--- src/rtl/acia_rx.sv ---
// acia_rx: receive half of a 6551-compatible ACIA.
// Oversampled async receiver (start, 8 data bits LSB-first, optional parity,
// one stop bit) holding a single byte plus RXFULL/PERR/FERR/OVRN status.
module acia_rx #(
  parameter int OVERSAMPLE  = 16,
  parameter int SYNC_STAGES = 2
) (
  input  logic       PHI2,
  input  logic       RESET,
  input  logic       BCLK_EN,
  input  logic       RXD,
  input  logic       R_PME,
  input  logic [1:0] R_PMC,
  input  logic       RXREAD,
  output logic [7:0] RXDATA,
  output logic       RXFULL,
  output logic       PERR,
  output logic       FERR,
  output logic       OVRN,
  output logic       RXBUSY
);

  localparam int TW = $clog2(OVERSAMPLE);
  // Start bit is checked half a bit after the falling edge is seen.
  localparam logic [TW-1:0] C_SAMPLE = TW'(OVERSAMPLE / 2 - 1);
  // The counter restarts at the mid-start sample, so one full bit period
  // later lands on the middle of every following bit.
  localparam logic [TW-1:0] C_LAST   = TW'(OVERSAMPLE - 1);

  typedef enum logic [2:0] {
    S_IDLE    = 3'd0,
    S_START   = 3'd1,
    S_DATA    = 3'd2,
    S_PARITY  = 3'd3,
    S_STOP    = 3'd4,
    S_BRKWAIT = 3'd5
  } state_t;

  logic [SYNC_STAGES-1:0] r_sync;
  logic                   w_rxs;
  state_t                 r_state;
  logic [TW-1:0]          r_tick;
  logic [2:0]             r_bit;
  logic [7:0]             r_shift;
  logic                   r_par;
  logic                   r_perr_pend;

  // Parity bit the sender should have sent for a given mode and data XOR.
  function automatic logic f_exp_parity(input logic [1:0] mode, input logic xr);
    case (mode)
      2'b00:   f_exp_parity = ~xr;
      2'b01:   f_exp_parity = xr;
      2'b10:   f_exp_parity = 1'b1;
      2'b11:   f_exp_parity = 1'b0;
      default: f_exp_parity = 1'b0;
    endcase
  endfunction

  // Bring RXD into the PHI2 domain; preset high so reset looks like an idle line.
  always_ff @(posedge PHI2 or posedge RESET) begin
    if (RESET) begin
      r_sync <= '1;
    end else begin
      r_sync <= {r_sync[SYNC_STAGES-2:0], RXD};
    end
  end

  assign w_rxs = r_sync[SYNC_STAGES-1];

  // Frame FSM, shift register and status flags; a commit overrides a same-cycle read.
  always_ff @(posedge PHI2 or posedge RESET) begin
    if (RESET) begin
      r_state     <= S_IDLE;
      r_tick      <= '0;
      r_bit       <= 3'd0;
      r_shift     <= 8'h00;
      r_par       <= 1'b0;
      r_perr_pend <= 1'b0;
      RXDATA      <= 8'h00;
      RXFULL      <= 1'b0;
      PERR        <= 1'b0;
      FERR        <= 1'b0;
      OVRN        <= 1'b0;
      RXBUSY      <= 1'b0;
    end else begin
      if (RXREAD) begin
        RXFULL <= 1'b0;
        PERR   <= 1'b0;
        FERR   <= 1'b0;
        OVRN   <= 1'b0;
      end
      if (BCLK_EN) begin
        case (r_state)
          S_IDLE: begin
            r_tick <= '0;
            if (!w_rxs) begin
              r_state <= S_START;
              RXBUSY  <= 1'b1;
            end
          end
          S_START: begin
            if (r_tick == C_SAMPLE) begin
              r_tick <= '0;
              if (w_rxs) begin
                r_state <= S_IDLE;
                RXBUSY  <= 1'b0;
              end else begin
                r_state     <= S_DATA;
                r_bit       <= 3'd0;
                r_par       <= 1'b0;
                r_perr_pend <= 1'b0;
              end
            end else begin
              r_tick <= r_tick + TW'(1);
            end
          end
          S_DATA: begin
            if (r_tick == C_LAST) begin
              r_tick  <= '0;
              r_shift <= {w_rxs, r_shift[7:1]};
              r_par   <= r_par ^ w_rxs;
              r_bit   <= r_bit + 3'd1;
              if (r_bit == 3'd7) begin
                r_state <= R_PME ? S_PARITY : S_STOP;
              end
            end else begin
              r_tick <= r_tick + TW'(1);
            end
          end
          S_PARITY: begin
            if (r_tick == C_LAST) begin
              r_tick      <= '0;
              r_perr_pend <= (w_rxs != f_exp_parity(R_PMC, r_par));
              r_state     <= S_STOP;
            end else begin
              r_tick <= r_tick + TW'(1);
            end
          end
          S_STOP: begin
            if (r_tick == C_LAST) begin
              r_tick <= '0;
              // A read in this same cycle frees the holding register for the new byte.
              if (!RXFULL || RXREAD) begin
                RXDATA <= r_shift;
                RXFULL <= 1'b1;
                PERR   <= r_perr_pend;
                FERR   <= ~w_rxs;
                OVRN   <= 1'b0;
              end else begin
                OVRN <= 1'b1;
              end
              if (w_rxs) begin
                r_state <= S_IDLE;
                RXBUSY  <= 1'b0;
              end else begin
                r_state <= S_BRKWAIT;
              end
            end else begin
              r_tick <= r_tick + TW'(1);
            end
          end
          S_BRKWAIT: begin
            if (w_rxs) begin
              r_state <= S_IDLE;
              RXBUSY  <= 1'b0;
            end
          end
          default: begin
            r_state <= S_IDLE;
            RXBUSY  <= 1'b0;
          end
        endcase
      end
    end
  end

endmodule

--- config.mk ---
export PLATFORM = sky130hd
export DESIGN_NAME = acia_rx
export DESIGN_NICKNAME = d
export VERILOG_FILES = /design/src/rtl/acia_rx.sv
export SDC_FILE = /design/constraint.sdc
export NUM_CORES = 1
export LEC_CHECK = 0
export CORE_UTILIZATION = 54
export DETAILED_ROUTE_END_ITERATION = 8
export GPL_TIMING_DRIVEN = 0
export PLACE_DENSITY = 0.78
export SYNTH_ARGS = -nofsm -noshare
export SYNTH_HDL_FRONTEND = slang
export SYNTH_SLANG_ARGS = --single-unit
--- constraint.sdc ---
create_clock -name PHI2 -period 2 [get_ports PHI2]
set_input_delay 0.3 -clock PHI2 [delete_from_list [all_inputs] [get_ports PHI2]]
set_output_delay 0.3 -clock PHI2 [all_outputs]
set_load 0.01 [all_outputs]
==> metrics.txt <==
clk sinks 35; Tmin final 1890 ps; row count 19; failing checks design-rule violations; synthesized cell area 1690 sq um; final setup fails 0; R2R setup slack 110 ps; leakage 0.941 nW; VDD IR max 0.000882 V; Setup Buffers After CTS 0; total number of vias 1,246; routed vias/inst 6.17; PD cells 967 nW/um^2; # hold bufs at CTS 0; post-synth top area share 48.8%; Global Route Usage Sum 23.3%; setup_tns 0 ps; Slew @ Worst Pin 701 ps; post-synthesis sequential area ratio 51.9%; vias in the first global route 1,327; Post-DRT Antenna Nets 0; Worst Setup Path Type reg2reg; DRT Pass-1 Iters 7; Clock Latency Late Sink 350 ps; die width 58.0 microns; total power 1.94 mW; Crit Path Max Fanout 8; relative slew slack 53.2%; Area growth, synth to finish 18.3%; clock root cell clkbuf_4; Crit path required time 2220 ps; largest cells by area after synthesis dfrtp_1, mux2_2, dfstp_2, o21ai_0, nand3b_1; post-DP HPWL 2360 microns; leading area contributor after synthesis dfrtp_1; Final nets 181; Tcrit/Tclk final 94.3%; Synthesis Warnings 0; I/O pins 21; detailed-route wire length 3320 microns; Layout Cells excl Fill 202; H-Tree Depth 2; CTS tree done; CP Launch Type flip-flop; Syn Area/Cell 11.8 sq um; routability cong. 0.856; DR DRC count 3; Reg clk slew, reported paths 100 ps; status finished, violations left; Max Clk Rate 530 MHz; largest net degree at the start of global routing 36; CTS Buf Count 5; syn_nets 155; final core utilization 70.2%; first-pass GRT wire length 5890 microns; core box area 2850 sq um; critical path endpoint category flip-flop; Final Max Slew Viols 0; Hold Path Class in2reg; Max Cap Viol 0; clk_skew 11.6 ps; Routed wire per std cell 16.4 microns; Clock Path Buffers 2; register bit total from synthesis 35; ratio of cells with drive above 1 in the final layout 25.1%; crit path DAT 2110 ps; Remaining Overflow, GRT 0; Die Ht 58.0 microns; post_cts resized 0; DR iter-0 viols 59; Final Hold Vio Count 0; placed insts 194; Synth cell types 41; ANT cells 0; RSZ-0062 raised after global routing no; Synth Instances 144; IO Port Bufs 19; die area 3360 sq um; Initial Util 59.3%; initial antenna violation count 0
stage by stage:
| stage | hold WS, ps | setup WS [ps] | cell area [sq um] |
|---|---|---|---|
| 3_3_place_gp | 345 | 204 | 1920 |
| 2_1_floorplan | 304 | 272 | 1690 |
| 6_report | 258 | 114 | 2000 |
| 3_5_place_dp | 347 | 144 | 1920 |
| 4_1_cts | 254 | 121 | 2000 |
| 5_1_grt | 287 | 28.0 | 2000 |
synth_stat cells (all sizes together):
| cell type | n |
|---|---|
| nand2b | 3 |
| nor2b | 2 |
| nand2 | 10 |
| or2 | 1 |
| a21o | 2 |
| a221oi | 1 |
| and2b | 1 |
| o31ai | 1 |
| o22a | 1 |
| a2111o | 1 |
| a22o | 4 |
| or3 | 1 |
| o41ai | 1 |
| nand4 | 1 |
| nor3b | 2 |
| o21a | 1 |
| ha | 3 |
| buf | 8 |
| xnor2 | 2 |
| dfrtp | 33 |
| inv | 3 |
| a31oi | 3 |
| o32a | 1 |
| and4 | 1 |
| a211oi | 1 |
| a21oi | 2 |
| nor2 | 8 |
| dfstp | 2 |
| o2bb2ai | 2 |
| o211ai | 1 |
| o21ai | 9 |
| mux2i | 1 |
| a21boi | 2 |
| nand3b | 6 |
| and3 | 2 |
| mux2 | 17 |
| nand3 | 4 |
logic make-up after synthesis:
logic type                 after synthesis  share of synthesized area [%]
and+or+nand+nor                         42                           14.2
DFF                                     35                           51.9
AOI/OAI and AO/OA                       33                           14.2
muxes                                   18                           12.3
buffers and inverters                   11                           4.14
adders and majority gates                3                           2.22
xor gates and xnor gates                 2                           1.03
power by group:
part           switching [mW]  leakage [nW]  internal [mW]
combinational           0.312         0.430          0.234
clock                   0.246        0.0452          0.263
sequential             0.0885         0.466          0.793
metal layers:
layer	routed length, microns	GRT usage, %	up-vias
met5	0	0	-
met4	76	11.6	0
met3	128	4.69	9
met2	1660	36.8	32
met1	1460	30.9	627
li1	-	-	578
area by class of cell:
class / instances / area (sq um)
Clock buffer: 5 / 37.5
Multi-Input combinational cell: 98 / 744
Timing Repair Buffer: 19 / 190
Clock inverter: 3 / 43.8
Fill cell: 217 / 850
Tap cell: 31 / 38.8
Buffer: 8 / 58.8
Sequential cell: 35 / 878
Inverter: 3 / 11.3
registers in the layout, indices dropped and copies added, names as in the netlist:
name and cells:
RXDATA 8, r_shift 8, r_tick 4, r_bit 3
r_state 3, r_sync 2, FERR 1, OVRN 1
PERR 1, RXBUSY 1, RXFULL 1, r_par 1
r_perr_pend 1
worst paths after layout:
path / to / cells past startpoint / start
worst min-delay path: r_tick[2] / 2 / BCLK_EN
worst max register to register: r_state[0] / 6 / r_tick[0]
worst min register to register: r_sync[1] / 0 / r_sync[0]
worst max-delay path: r_state[0] / 6 / r_tick[0]
max in group asynchronous: r_tick[2] / 2 / RESET
min in group asynchronous: RXDATA[7] / 2 / RESET
layout by cell type, fill, tap and decap left out, types with 2 or more instances in the layout:
| cell | count |
|---|---|
| dfrtp_1 | 33 |
| clkdlybuf4s50_1 | 19 |
| mux2_2 | 15 |
| nand2_1 | 10 |
| o21ai_0 | 9 |
| nor2_1 | 8 |
| nand3b_1 | 6 |
| buf_2 | 5 |
| clkbuf_4 | 5 |
| nand3_1 | 4 |
| a22o_1 | 4 |
| a31oi_1 | 3 |
| buf_6 | 3 |
| nand2b_1 | 3 |
| ha_1 | 3 |
| a21o_1 | 2 |
| a21oi_1 | 2 |
| and3_1 | 2 |
| mux2_4 | 2 |
| xnor2_1 | 2 |
| inv_1 | 2 |
| o2bb2ai_1 | 2 |
| nor2b_1 | 2 |
| dfstp_2 | 2 |
worst max-delay path: stages, from the launching register on:
cell      delay, ps
dfrtp_1         430
ha_1            280
and3_1          220
buf_6           130
a2111o_1        460
a31oi_1         200
a31oi_1          60
(Power assumes the default switching activity.)
